===== config.mk =====
export PLATFORM = sky130hd
export DESIGN_NAME = escalado_scan_ctrl_flat
export DESIGN_NICKNAME = d
export VERILOG_FILES = /design/src/rtl/escalado_scan_ctrl_if.sv /design/src/rtl/escalado_scan_ctrl.sv /design/src/flat_wrapper.sv
export SDC_FILE = /design/constraint.sdc
export NUM_CORES = 1
export LEC_CHECK = 0
export ABC_AREA = 1
export BUFFER_PORTS_ARGS = -buffer_cell sky130_fd_sc_hd__clkbuf_2
export CAP_MARGIN = 0
export CORE_MARGIN = 2
export CORE_UTILIZATION = 50
export CTS_BUF_LIST = sky130_fd_sc_hd__clkbuf_16
export DETAILED_ROUTE_END_ITERATION = 16
export GPL_TIMING_DRIVEN = 0
export PLACE_DENSITY = 0.69
export SKIP_CTS_REPAIR_TIMING = 1
export SLEW_MARGIN = 20
export SYNTH_ARGS = -nofsm -noshare
export SYNTH_HDL_FRONTEND = slang
export SYNTH_SLANG_ARGS = --single-unit

===== constraint.sdc =====
create_clock -name clk -period 22.6 [get_ports clk]
set_clock_uncertainty 0.1 [all_clocks]
set_input_delay 3.39 -clock clk [delete_from_list [all_inputs] [get_ports clk]]
set_output_delay 3.39 -clock clk [all_outputs]
set_load 0.05 [all_outputs]

===== src/rtl/escalado_scan_ctrl_if.sv =====
// Memory and datapath bus between the scan controller and its neighbours.
// The controller owns the master side.
interface escalado_scan_ctrl_if #(
  parameter int ADDR_W = 16,
  parameter int FRAC_W = 8
);
  logic              rd_en;
  logic [ADDR_W-1:0] rd_addr;
  logic [7:0]        rd_data;
  logic              wr_en;
  logic [ADDR_W-1:0] wr_addr;
  logic [7:0]        wr_data;
  logic [7:0]        p00;
  logic [7:0]        p01;
  logic [7:0]        p10;
  logic [7:0]        p11;
  logic [FRAC_W-1:0] fx;
  logic [FRAC_W-1:0] fy;
  logic              dp_iniciar;
  logic              dp_ocupado;
  logic              dp_listo;
  logic [7:0]        dp_resultado;

  modport master (
    output rd_en, rd_addr,
    input  rd_data,
    output wr_en, wr_addr, wr_data,
    output p00, p01, p10, p11, fx, fy,
    output dp_iniciar,
    input  dp_ocupado, dp_listo, dp_resultado
  );

  modport slave (
    input  rd_en, rd_addr,
    output rd_data,
    input  wr_en, wr_addr, wr_data,
    input  p00, p01, p10, p11, fx, fy,
    input  dp_iniciar,
    output dp_ocupado, dp_listo, dp_resultado
  );
endinterface


===== src/rtl/escalado_scan_ctrl.sv =====
// Bilinear downscaler scan controller: walks the destination frame,
// fetches 4 source neighbours per pixel, runs the datapath, writes back.
module escalado_scan_ctrl #(
  parameter int DIM_W  = 10,
  parameter int FRAC_W = 8,
  parameter int ADDR_W = 16
) (
  input  logic                    clk,
  input  logic                    rst_n,
  input  logic                    start,
  input  logic                    abort,
  input  logic [DIM_W-1:0]        src_w,
  input  logic [DIM_W-1:0]        src_h,
  input  logic [DIM_W-1:0]        dst_w,
  input  logic [DIM_W-1:0]        dst_h,
  input  logic [DIM_W+FRAC_W-1:0] step_x,
  input  logic [DIM_W+FRAC_W-1:0] step_y,
  input  logic [ADDR_W-1:0]       src_base,
  input  logic [ADDR_W-1:0]       dst_base,
  output logic                    busy,
  output logic                    done,
  escalado_scan_ctrl_if.master    bus
);

  localparam int STEP_W = DIM_W + FRAC_W;
  localparam int ACC_W  = 2 * DIM_W + FRAC_W;
  localparam int IW     = ACC_W - FRAC_W;

  typedef enum logic [3:0] {
    S_IDLE, S_ZERO,
    S_RD00, S_RD01, S_RD10, S_RD11, S_CAP,
    S_ISSUE, S_WAIT, S_WRITE, S_NEXT
  } state_t;

  state_t state, nxt;

  logic [DIM_W-1:0]  src_w_q, src_h_q;
  logic [DIM_W-1:0]  dst_w_q, dst_h_q;
  logic [STEP_W-1:0] step_x_q, step_y_q;
  logic [ADDR_W-1:0] src_base_q, dst_base_q;
  logic [DIM_W-1:0]  ox, oy;
  logic [ACC_W-1:0]  acc_x, acc_y;
  logic [ADDR_W-1:0] pix;
  logic [7:0]        p00_q, p01_q, p10_q, p11_q;
  logic [7:0]        wr_data_q;

  logic              last_col, last_row, zero_sz;
  logic              res_ok;
  logic [DIM_W-1:0]  xmax, ymax;
  logic [DIM_W-1:0]  ix, iy, x1, y1;
  logic [DIM_W-1:0]  rx, ry;
  logic [IW-1:0]     prod;
  logic              rd_st, sel_x1, sel_y1;

  function automatic logic [DIM_W-1:0] clamp(
    input logic [IW-1:0]    v,
    input logic [DIM_W-1:0] mx
  );
    return (v > IW'(mx)) ? mx : v[DIM_W-1:0];
  endfunction

  assign last_col = (ox == dst_w_q - DIM_W'(1));
  assign last_row = (oy == dst_h_q - DIM_W'(1));
  assign zero_sz  = (dst_w == '0) || (dst_h == '0);
  // a listo seen while still busy belongs to the previous job
  assign res_ok   = bus.dp_listo && !bus.dp_ocupado;

  always_ff @(posedge clk or negedge rst_n) begin
    if (!rst_n) state <= S_IDLE;
    else        state <= nxt;
  end

  always_comb begin
    nxt  = state;
    done = 1'b0;
    if (abort) begin
      nxt = S_IDLE;
    end else begin
      case (state)
        S_IDLE:  if (start) nxt = zero_sz ? S_ZERO : S_RD00;
        S_ZERO: begin
          nxt  = S_IDLE;
          done = 1'b1;
        end
        S_RD00:  nxt = S_RD01;
        S_RD01:  nxt = S_RD10;
        S_RD10:  nxt = S_RD11;
        S_RD11:  nxt = S_CAP;
        S_CAP:   nxt = S_ISSUE;
        S_ISSUE: if (bus.dp_ocupado) nxt = S_WAIT;
        S_WAIT:  if (res_ok) nxt = S_WRITE;
        S_WRITE: nxt = S_NEXT;
        S_NEXT: begin
          if (last_col && last_row) begin
            nxt  = S_IDLE;
            done = 1'b1;
          end else begin
            nxt = S_RD00;
          end
        end
        default: nxt = S_IDLE;
      endcase
    end
  end

  always_ff @(posedge clk or negedge rst_n) begin
    if (!rst_n) begin
      src_w_q    <= '0;
      src_h_q    <= '0;
      dst_w_q    <= '0;
      dst_h_q    <= '0;
      step_x_q   <= '0;
      step_y_q   <= '0;
      src_base_q <= '0;
      dst_base_q <= '0;
      ox         <= '0;
      oy         <= '0;
      acc_x      <= '0;
      acc_y      <= '0;
      pix        <= '0;
      p00_q      <= '0;
      p01_q      <= '0;
      p10_q      <= '0;
      p11_q      <= '0;
      wr_data_q  <= '0;
    end else if (!abort) begin
      case (state)
        S_IDLE: begin
          if (start) begin
            src_w_q    <= src_w;
            src_h_q    <= src_h;
            dst_w_q    <= dst_w;
            dst_h_q    <= dst_h;
            step_x_q   <= step_x;
            step_y_q   <= step_y;
            src_base_q <= src_base;
            dst_base_q <= dst_base;
            ox         <= '0;
            oy         <= '0;
            acc_x      <= '0;
            acc_y      <= '0;
            pix        <= '0;
          end
        end
        S_RD01: p00_q <= bus.rd_data;
        S_RD10: p01_q <= bus.rd_data;
        S_RD11: p10_q <= bus.rd_data;
        S_CAP:  p11_q <= bus.rd_data;
        S_WAIT: if (res_ok) wr_data_q <= bus.dp_resultado;
        S_NEXT: begin
          if (!(last_col && last_row)) begin
            pix <= pix + ADDR_W'(1);
            if (last_col) begin
              ox    <= '0;
              acc_x <= '0;
              oy    <= oy + DIM_W'(1);
              acc_y <= acc_y + ACC_W'(step_y_q);
            end else begin
              ox    <= ox + DIM_W'(1);
              acc_x <= acc_x + ACC_W'(step_x_q);
            end
          end
        end
        default: ;
      endcase
    end
  end

  assign xmax = src_w_q - DIM_W'(1);
  assign ymax = src_h_q - DIM_W'(1);
  assign ix   = clamp(acc_x[ACC_W-1:FRAC_W], xmax);
  assign iy   = clamp(acc_y[ACC_W-1:FRAC_W], ymax);
  assign x1   = (ix >= xmax) ? xmax : ix + DIM_W'(1);
  assign y1   = (iy >= ymax) ? ymax : iy + DIM_W'(1);

  assign sel_x1 = (state == S_RD01) || (state == S_RD11);
  assign sel_y1 = (state == S_RD10) || (state == S_RD11);
  assign rd_st  = (state == S_RD00) || (state == S_RD01) ||
                  (state == S_RD10) || (state == S_RD11);
  assign rx     = sel_x1 ? x1 : ix;
  assign ry     = sel_y1 ? y1 : iy;
  assign prod   = ry * src_w_q;

  assign busy           = (state != S_IDLE);
  assign bus.rd_en      = rd_st && !abort;
  assign bus.rd_addr    = bus.rd_en ?
                          src_base_q + ADDR_W'(prod) + ADDR_W'(rx) : '0;
  assign bus.wr_en      = (state == S_WRITE) && !abort;
  assign bus.wr_addr    = bus.wr_en ? dst_base_q + pix : '0;
  assign bus.wr_data    = wr_data_q;
  assign bus.dp_iniciar = (state == S_ISSUE) && !abort;
  assign bus.p00        = p00_q;
  assign bus.p01        = p01_q;
  assign bus.p10        = p10_q;
  assign bus.p11        = p11_q;
  assign bus.fx         = acc_x[FRAC_W-1:0];
  assign bus.fy         = acc_y[FRAC_W-1:0];

endmodule


===== src/flat_wrapper.sv =====
// flat-port wrapper written by rule: the top's interface ports become plain ports
module escalado_scan_ctrl_flat 
#(
  parameter int DIM_W  = 10,
  parameter int FRAC_W = 8,
  parameter int ADDR_W = 16
)
  (clk, rst_n, start, abort, src_w, src_h, dst_w, dst_h, step_x, step_y, src_base, dst_base, busy, done, bus_rd_en, bus_rd_addr, bus_rd_data, bus_wr_en, bus_wr_addr, bus_wr_data, bus_p00, bus_p01, bus_p10, bus_p11, bus_fx, bus_fy, bus_dp_iniciar, bus_dp_ocupado, bus_dp_listo, bus_dp_resultado);
  escalado_scan_ctrl_if #(.ADDR_W(ADDR_W), .FRAC_W(FRAC_W)) bus_i ();
  input  logic clk;
  input  logic rst_n;
  input  logic start;
  input  logic abort;
  input  logic [DIM_W-1:0] src_w;
  input  logic [DIM_W-1:0] src_h;
  input  logic [DIM_W-1:0] dst_w;
  input  logic [DIM_W-1:0] dst_h;
  input  logic [DIM_W+FRAC_W-1:0] step_x;
  input  logic [DIM_W+FRAC_W-1:0] step_y;
  input  logic [ADDR_W-1:0] src_base;
  input  logic [ADDR_W-1:0] dst_base;
  output logic busy;
  output logic done;
  output wire logic [$bits(bus_i.rd_en)-1:0] bus_rd_en;
  output wire logic [$bits(bus_i.rd_addr)-1:0] bus_rd_addr;
  input wire logic [$bits(bus_i.rd_data)-1:0] bus_rd_data;
  output wire logic [$bits(bus_i.wr_en)-1:0] bus_wr_en;
  output wire logic [$bits(bus_i.wr_addr)-1:0] bus_wr_addr;
  output wire logic [$bits(bus_i.wr_data)-1:0] bus_wr_data;
  output wire logic [$bits(bus_i.p00)-1:0] bus_p00;
  output wire logic [$bits(bus_i.p01)-1:0] bus_p01;
  output wire logic [$bits(bus_i.p10)-1:0] bus_p10;
  output wire logic [$bits(bus_i.p11)-1:0] bus_p11;
  output wire logic [$bits(bus_i.fx)-1:0] bus_fx;
  output wire logic [$bits(bus_i.fy)-1:0] bus_fy;
  output wire logic [$bits(bus_i.dp_iniciar)-1:0] bus_dp_iniciar;
  input wire logic [$bits(bus_i.dp_ocupado)-1:0] bus_dp_ocupado;
  input wire logic [$bits(bus_i.dp_listo)-1:0] bus_dp_listo;
  input wire logic [$bits(bus_i.dp_resultado)-1:0] bus_dp_resultado;
  assign bus_rd_en = bus_i.rd_en;
  assign bus_rd_addr = bus_i.rd_addr;
  assign bus_i.rd_data = bus_rd_data;
  assign bus_wr_en = bus_i.wr_en;
  assign bus_wr_addr = bus_i.wr_addr;
  assign bus_wr_data = bus_i.wr_data;
  assign bus_p00 = bus_i.p00;
  assign bus_p01 = bus_i.p01;
  assign bus_p10 = bus_i.p10;
  assign bus_p11 = bus_i.p11;
  assign bus_fx = bus_i.fx;
  assign bus_fy = bus_i.fy;
  assign bus_dp_iniciar = bus_i.dp_iniciar;
  assign bus_i.dp_ocupado = bus_dp_ocupado;
  assign bus_i.dp_listo = bus_dp_listo;
  assign bus_i.dp_resultado = bus_dp_resultado;
  escalado_scan_ctrl #(.DIM_W(DIM_W), .FRAC_W(FRAC_W), .ADDR_W(ADDR_W)) u_core (.clk(clk), .rst_n(rst_n), .start(start), .abort(abort), .src_w(src_w), .src_h(src_h), .dst_w(dst_w), .dst_h(dst_h), .step_x(step_x), .step_y(step_y), .src_base(src_base), .dst_base(dst_base), .busy(busy), .done(done), .bus(bus_i));
endmodule

==> metrics <==
Clock Sinks 244; drt initial violations 1080; CTS max path bufs 3; vias in the first global route 16900; Slew Limit Headroom 0.266; vias per cell 5.34; CP max FO 10; Post-Syn Area 19200 um^2; Fillers 3500; period utilisation layout 0.643; CP bufs+invs 13; hold slack 388 ps; Critical Path RT 19110 ps; post-synth top area cell dfrtp_1; final worst slack 8070 ps; average cell area after synthesis 7.99 um^2; cell with the most instances after synthesis nand2_1; nets 3015; WL per Instance 16.7 um; Critical Path Slowest Stage Cell fa_1; hold crit path type reg -> reg; Top FF cell, synth dfrtp_1; routed wire length 53.3 mm; Detail Route Antenna Nets 0; final hold vios 0; Max Cap Violations 0; largest net degree at the start of global routing 93; Die Height 200 um; Clock Power Share 0.211; syn_nets 2760; CP arrival 11040 ps; Root Buffer clkbuf_16; FF+latch area 6110 um^2; initial antenna violation count 0; hpwl dp 42.4 mm; Die ar. 40100 um^2; Worst-Skew Late Latency 570 ps; n_diodes 0; Max Slew Vio Count 0; Initial Util 0.510; die span in x 200 um; sequential power share 0.294; P per Cell Area 101 nW/um^2; status completed; Netlist cell types 68; CP Capture Type output pin; unrepaired setup endpoints after global routing no; Clock transition at path regs 60 ps; sequential share of the synthesized area 0.317; Area contributors post-synth dfrtp_1 (32%), fa_1 (8.9%), ha_1 (8.7%); # DRC 0; row cnt 71; CP max stage delay 550 ps; cell count after synthesis 2410; I/O pin count 223; layout cells sized above 1 0.160; Port-buffer cells 222; Multi-input gate area 11300 um^2; worst slack, placed 8650 ps; Largest delay share family, worst path adder cells; f_max 68.8 MHz; PnR Total Power 2.22 mW; register bit total from synthesis 244; LEAKAGE 11.6 nW; critical path's most frequent cell inv_1; min Tclk post-route 14530 ps; Switching Fraction 0.456; Slew @ Worst Pin 1100 ps; synth warn 0; Area growth syn-to-layout 14.3%; GR Overflow Total 0; global-route wire length before repair 86.7 mm; setup TNS 0 ps; final setup vio count 0; Global Route Usage Sum 0.265; Synth top cells by count nand2_1 (407), inv_1 (366), nor2_1 (269); P_int 1.21 mW; NetSw 1.01 mW; EDFF count, synth 0; Max IR drop VDD 67.2 uV; Pre-Repair DR Iteration Count 8; RePlAce Congestion 0.938; CTS buffer count 29; TritonCTS clock tree done; H-tree level count 1; Gate power share 0.494; routed via count 17100; Worst setup SP type register; core area 37800 um^2; WS Path Type reg -> out; Synth top area share 0.317; Post-synth ARST share 1.00
## kinds of logic after synthesis
logic type,share of synthesized area
buffers and inverters,0.0945
xor gates and xnor gates,0.0455
and+or+nand+nor,0.205
DFF,0.317
adders and majority gates,0.177
muxes,0.0479
AOI/OAI and AO/OA,0.113
## routing by layer
| layer | global-route usage | up-vias | routed length (um) |
|---|---|---|---|
| met1 | 0.351 | 8195 | 23200 |
| li1 | - | 8311 | - |
| met4 | 0.0821 | 0 | 1580 |
| met3 | 0.0465 | 96 | 3460 |
| met5 | 0 | - | 0 |
| met2 | 0.444 | 473 | 25100 |
## flip-flops by register name (all words and copies together) (netlist names)
register	cells
u_core.acc_x	28
u_core.acc_y	28
u_core.bus.p00	8
u_core.bus.p01	8
u_core.bus.p10	8
u_core.bus.p11	8
u_core.bus.wr_data	8
u_core.dst_base_q	16
u_core.dst_h_q	10
u_core.dst_w_q	10
u_core.ox	10
u_core.oy	10
u_core.pix	16
u_core.src_base_q	16
u_core.src_h_q	10
u_core.src_w_q	10
u_core.state	4
u_core.step_x_q	18
u_core.step_y_q	18
## cell type report
class | count | share of cell area
Tap cell | 511 | 0.0291
Multi-Input combinational cell | 1711 | 0.515
Sequential cell | 244 | 0.278
Clock buffer | 29 | 0.0330
Clock inverter | 23 | 0.00973
Timing Repair Buffer | 224 | 0.0534
Buffer | 78 | 0.0182
Inverter | 377 | 0.0644
## per-stage QoR
stage | cells | util | area, um^2
6_report | 3197 | 0.583 | 22000
4_1_cts | 3197 | 0.583 | 22000
3_3_place_gp | 3143 | 0.556 | 21000
5_1_grt | 3197 | 0.583 | 22000
2_1_floorplan | 2410 | - | 19200
3_5_place_dp | 3145 | 0.558 | 21100
## worst register-to-register path, delay by kind of cell, from the launching register on
family                 cells  cell delay, ps
buffers and inverters      5            2620
flip-flops                 1             440
AND/OR/NAND/NOR            3             380
AO/OA/AOI/OAI              1             180
## cell usage in the layout, fill, tap and decap left out, types with 9 or more instances in the layout
| master | instances |
|---|---|
| xnor2_1 | 29 |
| buf_4 | 18 |
| nand3_1 | 110 |
| xor2_1 | 71 |
| mux2_2 | 74 |
| o21ai_0 | 147 |
| o21ai_1 | 14 |
| clkbuf_16 | 29 |
| a21oi_1 | 161 |
| ha_1 | 134 |
| nand2_1 | 407 |
| o211ai_1 | 10 |
| nor2_1 | 269 |
| nand2_2 | 19 |
| buf_2 | 13 |
| clkbuf_2 | 221 |
| clkbuf_1 | 37 |
| nor3_1 | 30 |
| nand4_1 | 36 |
| fa_1 | 86 |
| inv_1 | 371 |
| dfrtp_1 | 244 |
| nor4_1 | 9 |
## power groups by stage
stage | Sequential, mW | Combinational (mW) | Clock, mW
2_1_floorplan | 0.684 | 0.774 | 0
3_3_place_gp | 0.656 | 1.06 | 0
3_5_place_dp | 0.659 | 1.10 | 0
4_1_cts | 0.652 | 1.10 | 0.482
5_1_grt | 0.667 | 1.24 | 0.501
6_report | 0.653 | 1.10 | 0.469
## final timing paths
check,cells past startpoint,to,slack [ps],startpoint
setup reg to reg,9,u_core.dst_h_q[8],18730,u_core.state[1]
min in group asynchronous,1,u_core.dst_base_q[12],2740,rst_n
setup / recovery,55,bus_rd_addr[15],8070,u_core.src_h_q[0]
hold / removal,2,u_core.bus.p01[6],390,u_core.bus.p01[6]
hold reg to reg,2,u_core.bus.p01[6],390,u_core.bus.p01[6]
max in group asynchronous,2,u_core.step_y_q[0],18770,rst_n
(Power assumes the default switching activity.)
